**src/rtl/sr_count_ctrl.sv**
```systemverilog
// ---------------------------------------------------------------------------
// sr_count_ctrl
//
// Sequencing controller for an external W-bit bank of SR flip-flops used as
// a counter. On an accepted start the bank is loaded with a start value and
// then steps up or down on each qualified tick until it reaches the limit.
// The set/reset excitation is decoded from a target value T as
// s = T & ~q and r = ~T & q, so s & r is always zero.
//
// Ports:
//   clk       system clock, rising edge
//   rst       synchronous active-high reset
//   start     request, sampled only in IDLE
//   dir       0 = count up, 1 = count down (captured with start)
//   load_val  initial bank value (captured with start)
//   limit     terminal value (captured with start)
//   tick      step qualifier while running
//   q         present bank outputs (feedback)
//   s, r      per-bit set / reset excitation to the bank
//   busy      high in LOAD and RUN
//   done      one-cycle completion pulse
//   err       sticky mismatch flag
//
// Optional feature: define SR_COUNT_CTRL_VERIFY_EN to build a shadow register
// that tracks the expected bank value. A divergence between q and the shadow
// sets err and ends the run. Without the macro err is constant 0.
// ---------------------------------------------------------------------------
module sr_count_ctrl #(
    parameter int W = 3
) (
    input  logic         clk,
    input  logic         rst,
    input  logic         start,
    input  logic         dir,
    input  logic [W-1:0] load_val,
    input  logic [W-1:0] limit,
    input  logic         tick,
    input  logic [W-1:0] q,
    output logic [W-1:0] s,
    output logic [W-1:0] r,
    output logic         busy,
    output logic         done,
    output logic         err
);

    typedef enum logic [1:0] {
        IDLE = 2'b00,
        LOAD = 2'b01,
        RUN  = 2'b10,
        DONE = 2'b11
    } state_t;

    state_t       state;
    state_t       state_next;
    logic         dir_reg;
    logic [W-1:0] load_reg;
    logic [W-1:0] limit_reg;
    logic         accept;
    logic         at_limit;
    logic         mismatch;
    logic         drive;
    logic [W-1:0] target;

    assign accept   = (state == IDLE) && start;
    assign at_limit = (q == limit_reg);

`ifdef SR_COUNT_CTRL_VERIFY_EN
    // Shadow of the value the bank should hold after each excitation.
    logic [W-1:0] exp_reg;
    logic         err_reg;
    logic         step;

    assign mismatch = (state == RUN) && (q != exp_reg);
    assign step     = (state == RUN) && !at_limit && !mismatch && tick;
    assign err      = err_reg;

    always_ff @(posedge clk) begin
        if (rst) begin
            exp_reg <= '0;
            err_reg <= 1'b0;
        end else begin
            if (state == LOAD) begin
                exp_reg <= load_reg;
            end else if (step) begin
                exp_reg <= target;
            end

            if (accept) begin
                err_reg <= 1'b0;
            end else if (mismatch) begin
                err_reg <= 1'b1;
            end
        end
    end
`else
    assign mismatch = 1'b0;
    assign err      = 1'b0;
`endif

    // State and capture registers.
    always_ff @(posedge clk) begin
        // NOTE: sequential state uses non-blocking assignments so every
        // register samples the pre-edge values regardless of statement order.
        if (rst) begin
            state     <= IDLE;
            dir_reg   <= 1'b0;
            load_reg  <= '0;
            limit_reg <= '0;
        end else begin
            state <= state_next;
            if (accept) begin
                dir_reg   <= dir;
                load_reg  <= load_val;
                limit_reg <= limit;
            end
        end
    end

    // Next state, target selection and handshake outputs.
    always_comb begin
        // NOTE: every signal gets a default first so no path leaves one
        // unassigned, which would otherwise infer a latch.
        state_next = state;
        drive      = 1'b0;
        target     = q;
        busy       = 1'b0;
        done       = 1'b0;

        unique case (state)
            IDLE: begin
                if (start) begin
                    state_next = LOAD;
                end
            end
            LOAD: begin
                busy       = 1'b1;
                drive      = 1'b1;
                target     = load_reg;
                state_next = RUN;
            end
            RUN: begin
                busy = 1'b1;
                // Reaching the limit (or a bank divergence) wins over tick.
                if (at_limit || mismatch) begin
                    state_next = DONE;
                end else if (tick) begin
                    drive  = 1'b1;
                    target = dir_reg ? (q - W'(1)) : (q + W'(1));
                end
            end
            DONE: begin
                done       = 1'b1;
                state_next = IDLE;
            end
            default: begin
                state_next = IDLE;
            end
        endcase
    end

    // Excitation only moves bits that differ from the target.
    assign s = drive ? (target & ~q) : '0;
    assign r = drive ? (~target & q) : '0;

endmodule

```
**config.mk**
```make
export PLATFORM = sky130hd
export DESIGN_NAME = sr_count_ctrl
export DESIGN_NICKNAME = d
export VERILOG_FILES = /design/src/rtl/sr_count_ctrl.sv
export SDC_FILE = /design/constraint.sdc
export NUM_CORES = 1
export LEC_CHECK = 0
export ABC_AREA = 1
export CAP_MARGIN = 40
export CORE_MARGIN = 8
export CORE_UTILIZATION = 46
export CTS_CLUSTER_SIZE = 40
export DETAILED_ROUTE_END_ITERATION = 8
export PLACE_DENSITY = 0.92
export SLEW_MARGIN = 30
export SYNTH_ARGS = -nofsm -noshare
export SYNTH_HDL_FRONTEND = slang
export SYNTH_SLANG_ARGS = --single-unit
```
**constraint.sdc**
```tcl
create_clock -name clk -period 4.3 [get_ports clk]
set_input_delay 0.86 -clock clk [delete_from_list [all_inputs] [get_ports clk]]
set_output_delay 0.86 -clock clk [all_outputs]
set_load 0.1 [all_outputs]
```
==> impl_results.md, run 1 <==
- Max_cap viols: 0
- Avg WL per Cell: roughly 12 um
- Syn_area_per_cell: 6.414 um2
- VDD IR max: between 300 and 400 uV
- Crit Path Category: in -> out
- Post-route setup TNS: 0 ns
- Port-buffer cells: 21
- Final Total Pwr: 0.7051 mW
- Die area: a little under 3000 um2
- Ports: 23
- Syn Inst Count: 103
- CTS root buf: clkbuf_4
- Max Transition Viols Final: 0
- Status: completed
- Worst endpoint required time: 3.44 ns
- Reg2reg start: state[0]
- Layout cells sized above 1: between 10% and 20%
- FF-to-FF setup slack: 2.95 ns
- DRT iter0 DRCs: 21
- Num CTS Buffers: 3
- R2R cell count: 6
- Initial Util: between 50% and 60%
- GPL Wtd Cong: slightly above 0.8
- Endpoints failing hold: 0
- CP startpoint kind: input port
- Worst skew pair latency: 0.26 ns
- Tmin final: 3.661 ns
- Via count: 748
- Clk slew on worst S/H paths: 0.06 ns
- Hold Crit Start: limit_reg[0]
- Clock H-tree levels: 1
- Setup violators final: 0
- Die W: roughly 54 um
- Clock Tree Buf Depth: 2
- First-pass GRT wire length: 2.877 mm
- WL final: 1.778 mm
- Clock sink count: 9
- Hold_ws: 0.4733 ns
- Gr usage total: 13.91%
- CORE AREA: 1318 um2
- Slack of the critical path: 0.6394 ns
- CP arrival: about 2.8 ns
- First-pass DRT Iterations: 4
- Hold crit path type: reg -> reg
- Max frequency: 273.2 MHz
- Synthesized flop and latch total: 9
- Synthesis-to-finish area growth: 46.59%
- Post-synthesis sequential area ratio: a little over a quarter
- Cell Area, Placed: 942.2 um2
- Pre-CTS WS: 0.6713 ns
- Clock Skew: 0.001915 ns
- Number of library cell types mapped by synthesis: 19
- Hold Buf Count CTS: 0
- Largest net degree at the start of global routing: 11
- # diodes: 0
- WHS Endpoint: limit_reg[0]
- Most common cell after layout, fill and taps aside: nand2_1
- PwrDens: 728.1 nW/um2
- RSZ-0062 raised after global routing: false
- Synthesized net count: between 100 and 150
- Commonest non-fill, non-tap cells in the layout: nand2_1, nor2_1, clkdlybuf4s50_1, nand3_1, inv_1
- Post-DP HPWL: between 1 and 1.5 mm
- Hold-critical path depth: 2
- Final instance area: 968.4 um2
- CTS tree: built
- Post-route ant nets: 0
- Initial antenna violation count: 0
- Tcrit/Tclk final: 85.13%
- Row count: 13
- Synthesized area: 660.6 um2
- Vias per inst: 5.231
- Post-CTS Setup Inserts: 0
- Die Ht: 53.90 um
- Worst r2r dst: dir_reg
- Number of global-route vias before repair: between 700 and 800
- Synth Warn #: 0
- Layout Nets: 149
- DR DRC count: 0
- Pleak: 0.4398 nW
- CTS-repair resized insts: 0
- CP Capture Type: output port
- Grt total ovfl: 0
- # fillers: just under 100
- Worst Path Max Fanout: 4
## worst max-delay path by stage
stage	startpoint	endpoint	slack, ns	depth (start not counted)
after detailed placement	q[0]	s[2]	0.67	10
after floorplan	q[0]	s[2]	0.28	8
final	q[1]	s[2]	0.64	10
after global placement	q[0]	s[2]	0.71	10
after global routing	q[0]	s[2]	0.48	10
after CTS	q[1]	s[2]	0.64	10
## Yosys cell counts
cell      instances  area (um2)
nand2_1          22       82.58
inv_2             2       7.510
inv_1            10       37.54
a21oi_1           8       40.04
nand3_2           2       20.02
ha_1              5       62.56
fa_1              1       20.02
nand2_2           1       6.260
nand3b_1          1       7.510
nand3_1          11       55.05
o21ai_2           1       8.760
nor3_1            1       5.000
buf_2             1       5.000
conb_1            1       3.750
xnor2_1           1       8.760
nor2_1           18       67.56
dfxtp_1           9       180.2
o21ai_0           7       35.03
buf_4             1       7.510
## cell families (layout without fill, tap and decap cells)
logic type | Yosys count | count (layout) | share of synthesized area, %
AND/OR/NAND/NOR | 56 | 56 | 36.93
AO/OA/AOI/OAI | 16 | 16 | 12.69
buffers and inverters | 14 | 39 | 8.713
flip-flops | 9 | 9 | 27.27
adder cells (fa/ha/maj) | 6 | 6 | 12.50
other | 1 | 1 | 0.5676
XOR/XNOR | 1 | 1 | 1.326
## metal layers
metal	vias up	global-route usage [%]	wire, um
met5	-	0	0
met2	24	23.55	857
met3	6	3.857	99
met4	0	11.34	63
li1	379	-	-
met1	339	13.93	757
## metrics by stage
stage | utilization (%) | instances
6_report | 73.50 | 143
5_1_grt | 73.50 | 143
4_1_cts | 73.50 | 143
3_5_place_dp | 71.51 | 139
3_3_place_gp | 69.23 | 137
2_1_floorplan | - | 103
## critical path, stage by stage
cell and delay [ns]:
clkdlybuf4s50_1 0.53, fa_1 0.46, nand2_1 0.08, nand2_1 0.05, nor2_1 0.13, nand2_1 0.08
nand2_1 0.06, nand3_1 0.08, a21oi_1 0.27, buf_12 0.22
## cell type report
| type | instances | area, um2 | share of cell area (%) |
|---|---|---|---|
| Clock buffer | 4 | 26.28 | 2.713 |
| Inverter | 12 | 45.04 | 4.651 |
| Multi-Input combinational cell | 80 | 422.9 | 43.67 |
| Sequential cell | 9 | 180.2 | 18.60 |
| Tap cell | 15 | 18.77 | 1.938 |
| Timing Repair Buffer | 23 | 275.3 | 28.42 |
## where the power goes
part	switching [mW]	internal (mW)	leakage (nW)
clock network	0.0296	0.0358	0.0150
registers	0.0186	0.110	0.0745
logic	0.344	0.167	0.350
total	0.392	0.313	0.440
Note: power is estimated with default switching activity, not from simulation.
==> run 2: changes to the inputs <==
- SETUP_SLACK_MARGIN: default -> 0.2
- TNS_END_PERCENT: default -> 5
==> results of run 2 <==
Same layout as run 1: the final DEF is identical, and so are final timing and power.
==> RTL change (settings of run 1) <==
Add an input register stage for `start`, `dir`, `load_val` and `limit`, without a reset; this delays them by one clock. The other inputs are not delayed to match.
--- a/src/rtl/sr_count_ctrl.sv
+++ b/src/rtl/sr_count_ctrl.sv
@@ -50,6 +50,18 @@
         DONE = 2'b11
     } state_t;
 
+    logic start_q;
+    logic dir_q;
+    logic [W-1:0] load_val_q;
+    logic [W-1:0] limit_q;
+
+    always_ff @(posedge clk) begin
+        start_q    <= start;
+        dir_q      <= dir;
+        load_val_q <= load_val;
+        limit_q    <= limit;
+    end
+
     state_t       state;
     state_t       state_next;
     logic         dir_reg;
@@ -61,7 +73,7 @@
     logic         drive;
     logic [W-1:0] target;
 
-    assign accept   = (state == IDLE) && start;
+    assign accept   = (state == IDLE) && start_q;
     assign at_limit = (q == limit_reg);
 
 `ifdef SR_COUNT_CTRL_VERIFY_EN
@@ -109,9 +121,9 @@
         end else begin
             state <= state_next;
             if (accept) begin
-                dir_reg   <= dir;
-                load_reg  <= load_val;
-                limit_reg <= limit;
+                dir_reg   <= dir_q;
+                load_reg  <= load_val_q;
+                limit_reg <= limit_q;
             end
         end
     end
@@ -128,7 +140,7 @@
 
         unique case (state)
             IDLE: begin
-                if (start) begin
+                if (start_q) begin
                     state_next = LOAD;
                 end
             end
Behaviour: not the same (a bounded check fails within 4 cycles, from zero or initial values and one cycle with rst high).
==> RTL change against run 1 <==
Sequential share of layout area increased by 11 points; non-clock buffer count unchanged; setup slack better by 0.037 ns; total power increased by 14%; sequential cell count up 8; count of clock-buffer cells in the layout is the same; critical endpoint unchanged; synthesized area grew 24%; final cell count is 13% higher; register-to-register slack got worse by 0.04 ns; final area is 18% higher; routed wire length rose by 8.4%.
==> RTL change: results (changes against run 1) <==
Run status
  – Status: finished, final reports clean

Pwr
  – Switching pwr: 0.414 mW (+5.5%)
  – Flop pwr share: 26.0% (+7.8 points)
  – Switch share: 51.4% (-4.3 points)
  – Leak Pwr: 0.507 nW (+15%)
  – Worst IR Drop VDD: 0.000388 V (+19%)

Route
  – M1 WL: 734 µm (-3.0%)
  – WL final: 1930 µm (+8.4%)
  – Met3 Routed Length: 139 µm (+40%)
  – Met2 Wirelength: 993 µm (+16%)
  – Routed len/inst: 12.0 µm (-3.7%)
  – Post-DR vias/cell: 4.93 (-5.8%)
  – DRT iter0 DRCs: 10 (-52%)

Min path
  – Worst Hold End: limit_reg[1]$_SDFFE_PP0P_
  – Hold path startpoint: limit_q[1]$_DFF_P_
  – Hold depth: 2 (unchanged)

Place
  – Pre-CTS setup slack: 0.680 ns (+0.00905 ns)
  – # port buffers: 21 (unchanged)
  – Post-DP HPWL: 1620 µm (+13%)
  – Placed cell area: 0.00111 mm² (+18%)
  – GPL Wtd Cong: 0.822 (+0.59%)

Clocking
  – Clock Latency Late Sink: 0.28 ns (+0.02 ns)
  – Reg clk slew, reported paths: 0.09 ns (+0.03 ns)

Synthesis
  – Post-synthesis async set-or-reset flop share: 0% (unchanged)
  – Most frequent cells after synthesis: nand2_1 (22), nor2_1 (18), dfxtp_1 (17)
  – Register area share after synthesis: 41.5% (+14 points)
  – Cell count after synthesis: 111 (+7.8%)
  – Synth area leaders: dfxtp_1 (41%), nand2_1 (10%), nor2_1 (8.2%)

Timing
  – Hold_ws: 0.483 ns (+0.0102 ns)
  – Hold Vio Cnt, Final: 0 (unchanged)
  – Fmax: 0.276 GHz (+1.0%)
  – Final Skew: 0.00679 ns (+0.00487 ns)

Global routing
  – Grt met2 use: 20.9% (-2.7 points)
  – Vias in the first global route: 794 (+10%)
  – Met1 Usage GRT: 12.0% (-1.9 points)
  – GRT Total Usage: 12.3% (-1.6 points)
  – Met3 Use GR: 4.64% (+0.78 points)
  – First-pass GRT wire length: 3280 µm (+14%)

Critical path
  – CP max FO: 5 (+1)
  – Reg-to-reg endpoint: load_reg[1]$_SDFFE_PP0P_
  – Reg-to-reg slack, setup: 2.91 ns (-0.04 ns)
  – Arrival @ worst endpoint: 2.76 ns (-0.04 ns)
  – CP startpoint: q[0]

Cells and area
  – # fillers: 140 (+41%)
  – Layout cell share with drive strength beyond 1: 12.5% (-0.78 points)
  – Final nets: 157 (+5.4%)
-- RTL change: cell types whose count changed in the layout (fill, tap and decap cells not counted) --
| cell | delta |
|---|---|
| dfxtp_1 | +8 |
-- RTL change: logic make-up (layout without fill, tap and decap cells) --
kind of cell | after synthesis | in the layout | synth area share (%)
xor gates and xnor gates | 1 | 1 | 1.07
and+or+nand+nor | 56 | 56 | 29.7
AOI/OAI and AO/OA | 16 | 16 | 10.2
buffers and inverters | 14 | 39 | 7.01
other | 1 | 1 | 0.457
DFF | 17 | 17 | 41.5
adders and majority gates | 6 | 6 | 10.1
-- RTL change: worst reg2reg max path, cell delays in order (launching register included) --
cell     delay, ns
dfxtp_1       0.39
inv_1         0.12
ha_1          0.24
nand2_1       0.21
inv_1         0.15
nor2_1        0.12
nor2_1        0.05
-- RTL change: cell type report --
type	instances	area [µm²]	share of cell area, %
inverter	12	45.0	3.95
clock buffer	4	26.3	2.30
timing repair buffer	23	275	24.1
tap	25	31.3	2.74
sequential	17	340	29.8
multi-input combinational	80	423	37.1
